[src/rtl/uart_cmd_decoder_pkg.sv]
// Shared definitions for the UART command decoder.
// Holds the FSM state encoding, the command bytes that open a write or a
// read transaction, and the 2-bit error codes reported on ERR_CODE.
package uart_cmd_decoder_pkg;

  typedef enum logic [2:0] {
    ST_IDLE    = 3'd0,
    ST_WR_ADDR = 3'd1,
    ST_WR_DATA = 3'd2,
    ST_RD_ADDR = 3'd3,
    ST_RD_WAIT = 3'd4,
    ST_TX_SEND = 3'd5
  } state_e;

  localparam logic [7:0] CMD_WR = 8'hAA;
  localparam logic [7:0] CMD_RD = 8'hBB;

  localparam logic [1:0] ERR_CMD     = 2'b01;
  localparam logic [1:0] ERR_FRAME   = 2'b10;
  localparam logic [1:0] ERR_TIMEOUT = 2'b11;

endpackage

[src/rtl/uart_cmd_decoder.sv]
// UART command decoder: turns a byte stream from a UART receiver into
// register-file write/read requests and returns read data to a UART
// transmitter.
//   Write: 0xAA, addr, data  -> one WR_EN pulse with ADDR/WR_DATA.
//   Read : 0xBB, addr        -> one RD_EN pulse, wait for RD_DATA_VLD,
//                               then one TX_D_VLD pulse with the data.
// Ports:
//   CLK, RST                    clock, async active-high reset
//   RX_P_DATA/RX_D_VLD          received byte and its valid pulse
//   PAR_ERR/STP_ERR             framing flags, qualified by RX_D_VLD
//   WR_EN/RD_EN/ADDR/WR_DATA    register-file request (registered)
//   RD_DATA/RD_DATA_VLD         register-file read return
//   TX_P_DATA/TX_D_VLD/TX_BUSY  transmitter feed
//   ERR_V/ERR_CODE              error pulse and sticky error code
module uart_cmd_decoder
  import uart_cmd_decoder_pkg::*;
#(
  parameter int DATA_WIDTH = 8,
  parameter int ADDR_WIDTH = 4,
  parameter int RD_TIMEOUT = 16
) (
  input  logic                  CLK,
  input  logic                  RST,
  input  logic [DATA_WIDTH-1:0] RX_P_DATA,
  input  logic                  RX_D_VLD,
  input  logic                  PAR_ERR,
  input  logic                  STP_ERR,
  output logic                  WR_EN,
  output logic                  RD_EN,
  output logic [ADDR_WIDTH-1:0] ADDR,
  output logic [DATA_WIDTH-1:0] WR_DATA,
  input  logic [DATA_WIDTH-1:0] RD_DATA,
  input  logic                  RD_DATA_VLD,
  output logic [DATA_WIDTH-1:0] TX_P_DATA,
  output logic                  TX_D_VLD,
  input  logic                  TX_BUSY,
  output logic                  ERR_V,
  output logic [1:0]            ERR_CODE
);

  localparam int CNT_W = $clog2(RD_TIMEOUT + 1);
  localparam logic [CNT_W-1:0] CNT_MAX = CNT_W'(RD_TIMEOUT);
  localparam logic [CNT_W-1:0] CNT_ONE = CNT_W'(1);
  localparam logic [CNT_W-1:0] CNT_ZERO = CNT_W'(0);

  state_e                state_q, state_d;
  logic [CNT_W-1:0]      cnt_q, cnt_d;
  logic [ADDR_WIDTH-1:0] addr_q, addr_d;
  logic [DATA_WIDTH-1:0] wr_data_q, wr_data_d;
  logic [DATA_WIDTH-1:0] tx_data_q, tx_data_d;
  logic [1:0]            err_code_q, err_code_d;
  logic                  wr_en_q, wr_en_d;
  logic                  rd_en_q, rd_en_d;
  logic                  tx_vld_q, tx_vld_d;
  logic                  err_v_q, err_v_d;
  logic                  frame_err_s;

  // A received byte with a parity or stop error aborts any command in progress.
  assign frame_err_s = RX_D_VLD & (PAR_ERR | STP_ERR);

  // State, counter and all outputs are registered.
  always_ff @(posedge CLK or posedge RST) begin
    if (RST) begin
      state_q    <= ST_IDLE;
      cnt_q      <= CNT_ZERO;
      addr_q     <= '0;
      wr_data_q  <= '0;
      tx_data_q  <= '0;
      err_code_q <= 2'b00;
      wr_en_q    <= 1'b0;
      rd_en_q    <= 1'b0;
      tx_vld_q   <= 1'b0;
      err_v_q    <= 1'b0;
    end else begin
      state_q    <= state_d;
      cnt_q      <= cnt_d;
      addr_q     <= addr_d;
      wr_data_q  <= wr_data_d;
      tx_data_q  <= tx_data_d;
      err_code_q <= err_code_d;
      wr_en_q    <= wr_en_d;
      rd_en_q    <= rd_en_d;
      tx_vld_q   <= tx_vld_d;
      err_v_q    <= err_v_d;
    end
  end

  // Next-state and next-output logic; pulses default low, data holds.
  always_comb begin
    state_d    = state_q;
    cnt_d      = cnt_q;
    addr_d     = addr_q;
    wr_data_d  = wr_data_q;
    tx_data_d  = tx_data_q;
    err_code_d = err_code_q;
    wr_en_d    = 1'b0;
    rd_en_d    = 1'b0;
    tx_vld_d   = 1'b0;
    err_v_d    = 1'b0;

    case (state_q)
      ST_IDLE, ST_WR_ADDR, ST_WR_DATA, ST_RD_ADDR: begin
        if (frame_err_s) begin
          state_d    = ST_IDLE;
          err_v_d    = 1'b1;
          err_code_d = ERR_FRAME;
        end else if (RX_D_VLD) begin
          case (state_q)
            ST_IDLE: begin
              if (RX_P_DATA == DATA_WIDTH'(CMD_WR)) begin
                state_d = ST_WR_ADDR;
              end else if (RX_P_DATA == DATA_WIDTH'(CMD_RD)) begin
                state_d = ST_RD_ADDR;
              end else begin
                err_v_d    = 1'b1;
                err_code_d = ERR_CMD;
              end
            end
            ST_WR_ADDR: begin
              addr_d  = RX_P_DATA[ADDR_WIDTH-1:0];
              state_d = ST_WR_DATA;
            end
            ST_WR_DATA: begin
              wr_data_d = RX_P_DATA;
              wr_en_d   = 1'b1;
              state_d   = ST_IDLE;
            end
            ST_RD_ADDR: begin
              addr_d  = RX_P_DATA[ADDR_WIDTH-1:0];
              rd_en_d = 1'b1;
              cnt_d   = CNT_ZERO;
              state_d = ST_RD_WAIT;
            end
            default: begin
              state_d = ST_IDLE;
            end
          endcase
        end else begin
          state_d = state_q;
        end
      end
      ST_RD_WAIT: begin
        // Incoming UART bytes are ignored here; data has priority over timeout.
        if (RD_DATA_VLD) begin
          tx_data_d = RD_DATA;
          state_d   = ST_TX_SEND;
        end else if (cnt_q == CNT_MAX) begin
          state_d    = ST_IDLE;
          err_v_d    = 1'b1;
          err_code_d = ERR_TIMEOUT;
        end else begin
          cnt_d = cnt_q + CNT_ONE;
        end
      end
      ST_TX_SEND: begin
        if (!TX_BUSY) begin
          tx_vld_d = 1'b1;
          state_d  = ST_IDLE;
        end else begin
          state_d = ST_TX_SEND;
        end
      end
      default: begin
        state_d = ST_IDLE;
      end
    endcase
  end

  assign WR_EN     = wr_en_q;
  assign RD_EN     = rd_en_q;
  assign ADDR      = addr_q;
  assign WR_DATA   = wr_data_q;
  assign TX_P_DATA = tx_data_q;
  assign TX_D_VLD  = tx_vld_q;
  assign ERR_V     = err_v_q;
  assign ERR_CODE  = err_code_q;

endmodule

[config.mk]
export PLATFORM = sky130hd
export DESIGN_NAME = uart_cmd_decoder
export DESIGN_NICKNAME = d
export VERILOG_FILES = /design/src/rtl/uart_cmd_decoder_pkg.sv /design/src/rtl/uart_cmd_decoder.sv
export SDC_FILE = /design/constraint.sdc
export NUM_CORES = 1
export LEC_CHECK = 0
export CORE_ASPECT_RATIO = 1.4
export CORE_UTILIZATION = 49
export CTS_CLUSTER_DIAMETER = 50
export DETAILED_ROUTE_END_ITERATION = 6
export PLACE_DENSITY_LB_ADDON = 0.15
export SYNTH_ARGS = -nofsm -noshare
export SYNTH_HDL_FRONTEND = slang
export SYNTH_SLANG_ARGS = --single-unit
[constraint.sdc]
create_clock -name CLK -period 2.8 [get_ports CLK]
set_input_delay 0.28 -clock CLK [delete_from_list [all_inputs] [get_ports CLK]]
set_output_delay 0.28 -clock CLK [all_outputs]
set_load 0.01 [all_outputs]
==> results of run 1 <==
[area by class of cell]
class	instances	area share, %
Sequential cell	34	38.4
Tap cell	39	2.20
Multi-Input combinational cell	84	31.4
Clock inverter	1	1.36
Clock buffer	7	3.45
Timing Repair Buffer	49	22.0
Inverter	7	1.19
[how the worst min path moves through the flow]
stage	slack, ns	start	end
6_report	0.37	RST	TX_P_DATA[6]
5_1_grt	0.44	RST	TX_P_DATA[6]
4_1_cts	0.40	RST	WR_DATA[5]
3_5_place_dp	0.49	WR_DATA[4]	WR_DATA[4]
3_3_place_gp	0.49	TX_P_DATA[6]	TX_P_DATA[6]
2_1_floorplan	0.42	RST	ADDR[0]
[metal layers]
metal  GRT usage, %  routed length [um]
met1           24.4                1350
met2           39.0                1900
met3           6.80                 179
met4           12.4                 109
met5              0                   0
[power by group]
part	total [mW]	switching [mW]	internal [mW]
sequential	0.812	0.143	0.668
clock	0.435	0.169	0.266
combinational	0.747	0.293	0.454
total	1.99	0.606	1.39
[flip-flops by register name, summed over array words and instances, names as in the netlist]
name	count
ERR_CODE	2
TX_D_VLD	1
WR_EN	1
WR_DATA	8
ADDR	4
RD_EN	1
TX_P_DATA	8
state_q	3
ERR_V	1
cnt_q	5
[cells in the mapped netlist, types with 3 or more instances]
cell type  instances
a21oi_1            6
a31oi_1            4
dfrtp_1           34
inv_1              7
mux2_2            22
nand2_1            5
nand3_1            3
nor2_1             5
nor3_1             3
[stage by stage]
stage	hold WS (ns)	worst slack, ns	cell area [um^2]
6_report	0.371	0.959	2210
5_1_grt	0.441	0.791	2210
4_1_cts	0.399	0.967	2210
3_5_place_dp	0.493	0.810	2110
3_3_place_gp	0.487	0.862	2110
2_1_floorplan	0.422	1.21	1590
[cell families after synthesis]
logic type | after synthesis
AOI/OAI and AO/OA | 24
xor gates and xnor gates | 1
adders and majority gates | 2
buffers and inverters | 10
DFF | 34
muxes | 23
and+or+nand+nor | 34
[worst reg2reg max path: stages (launching register included)]
cell and delay [ns]:
dfrtp_1 0.54, nor3b_2 0.52, nand2_2 0.28, o221a_2 0.23
o21ai_0 0.18
==> key figures, run 1 <==
Floorplan
  • Starting Density: 51.5%
  • Die Ht: 69.5 um
  • FP Rows: 24
  • Die area: 0.00349 mm^2
  • Chip Width: 50.2 um
  • I/O Pins: 49
  • Total core area: 0.00309 mm^2

STA
  • Final-report setup violation count: 0
  • Max-slew violations: 0
  • RSZ-0062 raised after global routing: no
  • Crit share post-route: 65.8%
  • Final Critical Period: 1.84 ns
  • Final Hold Fails: 0
  • Worst relative slew slack: 58.2%
  • Worst slew pin tran: 0.627 ns
  • Clk_skew: 0.00471 ns
  • Sum Neg Setup Slack: 0 ns
  • Max frequency: 543 MHz

Setup path
  • Crit path largest cell delay: 0.54 ns
  • Slowest CP cell: dfrtp_1
  • Critical path destination: cnt_q[1]
  • Crit Path Max Fanout: 13
  • Worst reg-to-reg setup slack: 0.96 ns
  • CP startpoint: state_q[2]
  • CP bufs+invs: 0
  • R2r worst-path depth: 4
  • Delay-heaviest family, CP: simple AND/OR/NAND/NOR gates
  • Critical Path RT: 3.00 ns
  • Crit path launch type: register
  • Crit Path Class: reg2reg
  • Crit path DAT: 2.04 ns
  • Crit. End Element: register
  • Cell count along the critical path: 4
  • Cell Chain, Critical Path: nor3b_2 > nand2_2 > o221a_2 > o21ai_0
  • Critical R2R Capture: cnt_q[1]
  • Reg-to-reg startpoint: state_q[2]

Final layout
  • Sequential cell area: 851 um^2
  • Antenna diodes: 0
  • Finished Layout Cells: 221
  • Commonest non-fill, non-tap cell in the layout: clkdlybuf4s50_1
  • Final Core Density: 71.6%
  • Fin nets: 206
  • Ratio of cells with drive above 1 in the final layout: 20.9%
  • Synthesis-to-finish area growth: 39.0%
  • Footprint of the multi-input gates: 694 um^2
  • Most frequent cells in the layout: clkdlybuf4s50_1 (48), dfrtp_1 (34), mux2_2 (22)
  • # fillers: 204

Logic synthesis
  • Post-synthesis net count: 153
  • Top cell type's share of synthesized area: 53.4%
  • Combinational family with the most area after synthesis: multiplexers
  • Post-synthesis simple-gate area fraction: 14.9%
  • Synth Register Bits: 34
  • Post-synth ARST share: 100%
  • Ys flop type: dfrtp_1
  • Syn Inst Count: 128
  • Post-synth EDFFs: 0
  • Syn_area_per_cell: 12.4 um^2
  • Synth Area in Adders: 1.57%
  • Top post-synthesis cells by area: dfrtp_1 (53%), mux2_2 (16%), a21oi_1 (1.9%)
  • Yosys warning count: 0
  • Synthesized area: 0.00159 mm^2
  • Sequential share of the synthesized area: 53.4%
  • Compound-Gate Fraction of Synth Area: 10.4%
  • Synth Area in XOR/XNOR: 0.550%
  • Post-synthesis mux area share: 16.2%
  • Cell taking the most area after synthesis: dfrtp_1
  • Cell variety after synth: 37

GRT
  • Total GRT Usage: 22.8%
  • Number of antenna violations at the first check in global routing: 0
  • First-pass GRT wire length: 5.84 mm
  • Vias in the first global route: 1267
  • Largest net degree at the start of global routing: 19
  • Grt ovf: 0

Routing
  • Routed wire per std cell: 16.0 um
  • Router iterations before antenna repair: 4
  • Via density per instance: 5.46
  • Total number of vias: 1207
  • Post-route ant nets: 0
  • Iter 0 DRT Violations: 11
  • DRC Markers: 0
  • Routed wire length: 3.54 mm

Clock tree
  • H-tree Lvls: 2
  • Post_cts resized: 0
  • Post-CTS setup buffer count: 0
  • CTS tree: yes
  • Num CTS Buffers: 5
  • Root buffer cell: clkbuf_8
  • Worst skew pair latency: 0.29 ns
  • Max Root-Sink Buffers: 2
  • CTS Hold Bufs: 0
  • Clk slew on worst S/H paths: 0.07 ns
  • Sink Count: 34

Run
  • Max-cap viol count: 0

Power
  • LEAKAGE: 0.954 nW
  • Worst IR drop on VDD: 0.000628 V
  • PwrDens: 900 mW/mm^2
  • Overall power: 1.99 mW

Min path
  • Hold WC Path Type: in2async

Placement
  • DP HPWL: 2.66 mm
  • GP Congestion: 0.814
  • Port Buf Inserts: 48
  • Post-Place Cells: 213

Run status
  • Outcome: complete, no violations
No activity file was read; power rests on OpenSTA's default activity.
==> run 2, diff against run 1 <==
Settings changed: CORE_UTILIZATION 49 to 46.
Clock period 2.8 ns to 1.9 ns, I/O delays scaled along.
==> run 2 against run 1 <==
  * Cell area up 1.6%
  * Clock skew about the same
  * Critical path type unchanged
  * Combinational power grew 59%
  * First-iteration DRC count unchanged
  * Setup slack worse by 0.81 ns
  * Highest routed layer unchanged
  * Sequential share of layout area is 0.62 points lower
  * Register-to-register slack worse by 0.81 ns
  * Non-clock buffer count up 8
  * Critical endpoint is now cnt_q[3]
==> key figures, run 2 (synthesis gave the netlist of run 1 again) <==
GRT
  • Vias in the first global route: 1387
  • Routing usage on met2: 43.7%
  • Grt ovf: 0
  • Met3 usage: 7.01%
  • Largest net degree at the start of global routing: 35
  • First-pass GRT wire length: 6.29 mm
  • Gr busiest metal: met2
  • M1 GR Usage: 23.7%
  • Number of antenna violations at the first check in global routing: 0
  • Total GRT Usage: 23.4%

Power
  • PwrDens: 1270 mW/mm^2
  • Logic pwr share: 41.6%
  • Sequential Power Share: 40.6%
  • Switching pwr: 0.885 mW
  • Switch share: 30.9%
  • LEAKAGE: 0.986 nW
  • Worst IR drop on VDD: 0.000890 V
  • Clk network pwr share: 17.8%
  • Pint: 1.98 mW

Setup path
  • Crit. End Element: register
  • Crit path DAT: 1.94 ns
  • Critical R2R Capture: cnt_q[3]
  • Crit path largest cell delay: 0.44 ns
  • Critical Path RT: 2.09 ns
  • Worst reg-to-reg setup slack: 0.15 ns
  • Reg-to-reg startpoint: cnt_q[0]
  • Crit Path Max Fanout: 6
  • Crit path launch type: register
  • Crit Path Class: reg2reg
  • R2r worst-path depth: 6
  • Cell Chain, Critical Path: inv_1 > ha_1 > and4bb_2 > nor2_1 > o221a_2 > a31oi_1
  • Slowest CP cell: dfrtp_1

Placement
  • DP HPWL: 2.84 mm
  • Post-DP Area: 0.00217 mm^2
  • GP Congestion: 0.910
  • Port Buf Inserts: 48

Routing
  • Post-route ant nets: 0
  • DRC Markers: 0
  • Iter 0 DRT Violations: 11
  • Via density per instance: 5.45
  • Router iterations before antenna repair: 4
  • Total number of vias: 1238
  • Routed wire length: 3.66 mm
  • Routed wire per std cell: 16.1 um

Final layout
  • Fin nets: 214
  • Most frequent cells in the layout: clkdlybuf4s50_1 (48), dfrtp_1 (34), mux2_2 (22)
  • Commonest non-fill, non-tap cell in the layout: clkdlybuf4s50_1
  • Post-Layout Inst Area: 0.00225 mm^2
  • Ratio of cells with drive above 1 in the final layout: 24.5%
  • Synthesis-to-finish area growth: 41.3%
  • Antenna diodes: 0

Clock tree
  • Worst skew pair latency: 0.28 ns
  • Post_cts resized: 0
  • Max Root-Sink Buffers: 2
  • CTS Hold Bufs: 0
  • Sink Count: 34
  • CTS tree: yes
  • Num CTS Buffers: 5
  • Root buffer cell: clkbuf_8
  • Post-CTS setup buffer count: 0
  • Clk slew on worst S/H paths: 0.06 ns
  • H-tree Lvls: 2

Floorplan
  • FP Rows: 24
  • Chip Width: 51.7 um
  • Total core area: 0.00321 mm^2
  • I/O Pins: 49
  • Die Ht: 71.6 um
  • Die area: 0.00371 mm^2
  • Starting Density: 49.6%

STA
  • Sum Neg Setup Slack: 0 ns
  • Worst slew pin tran: 0.424 ns
  • Final-report setup violation count: 0
  • Crit share post-route: 92.1%
  • RSZ-0062 raised after global routing: no
  • Worst relative slew slack: 71.7%
  • Max frequency: 572 MHz
  • Final Hold Fails: 0
  • Final Critical Period: 1.75 ns
  • Max-slew violations: 0
  • Clk_skew: 0.00493 ns

Run status
  • Outcome: complete, no violations

Run
  • Max-cap viol count: 0

Min path
  • Hold WC Path Type: in2async
-- run 2: power groups by stage --
stage / combinational [mW] / clock, mW / sequential [mW]
2_1_floorplan: 0.499 / 0 / 1.23
3_5_place_dp: 1.20 / 0 / 1.17
5_1_grt: 1.28 / 0.560 / 1.20
6_report: 1.19 / 0.510 / 1.16
4_1_cts: 1.21 / 0.533 / 1.16
3_3_place_gp: 1.17 / 0 / 1.16
-- run 2: worst max-delay path: cells and delay by family, from the launching register on --
kind            cells  cell delay [ns]
buf+inv             1             0.08
fa+ha+maj           1             0.15
simple gates        2             0.48
compound gates      2             0.50
flops               1             0.44
-- run 2: area by class of cell --
type | instances | area [um^2]
Multi-Input combinational cell | 84 | 694
Timing Repair Buffer | 57 | 548
Inverter | 7 | 26.3
Fill cell | 258 | 962
Clock buffer | 6 | 82.6
Tap cell | 39 | 48.8
Sequential cell | 34 | 851
-- run 2: metrics by stage --
step	utilization (%)	hold WS (ns)	total power [mW]	setup slack (ns)	std cells
CTS	70.1	0.345	2.90	0.140	227
global route	70.1	0.375	3.03	0.0614	227
floorplan	-	0.332	1.73	0.305	128
global placement	67.5	0.486	2.32	0.0845	221
finish	70.1	0.327	2.86	0.151	227
detailed placement	67.5	0.493	2.37	0.0336	221
-- run 2: how the worst max path moves through the flow --
| stage | from | endpoint | cells past startpoint |
|---|---|---|---|
| 5_1_grt | cnt_q[0] | cnt_q[3] | 6 |
| 3_3_place_gp | RX_D_VLD | WR_DATA[1] | 4 |
| 6_report | cnt_q[0] | cnt_q[3] | 6 |
| 3_5_place_dp | RX_D_VLD | WR_DATA[0] | 4 |
| 2_1_floorplan | state_q[1] | state_q[0] | 5 |
| 4_1_cts | cnt_q[0] | cnt_q[3] | 6 |
-- run 2: per-layer routing --
layer	up-vias	wire, um
li1	590	-
met1	614	1350
met2	28	2090
met3	6	169
met4	0	47
met5	-	0
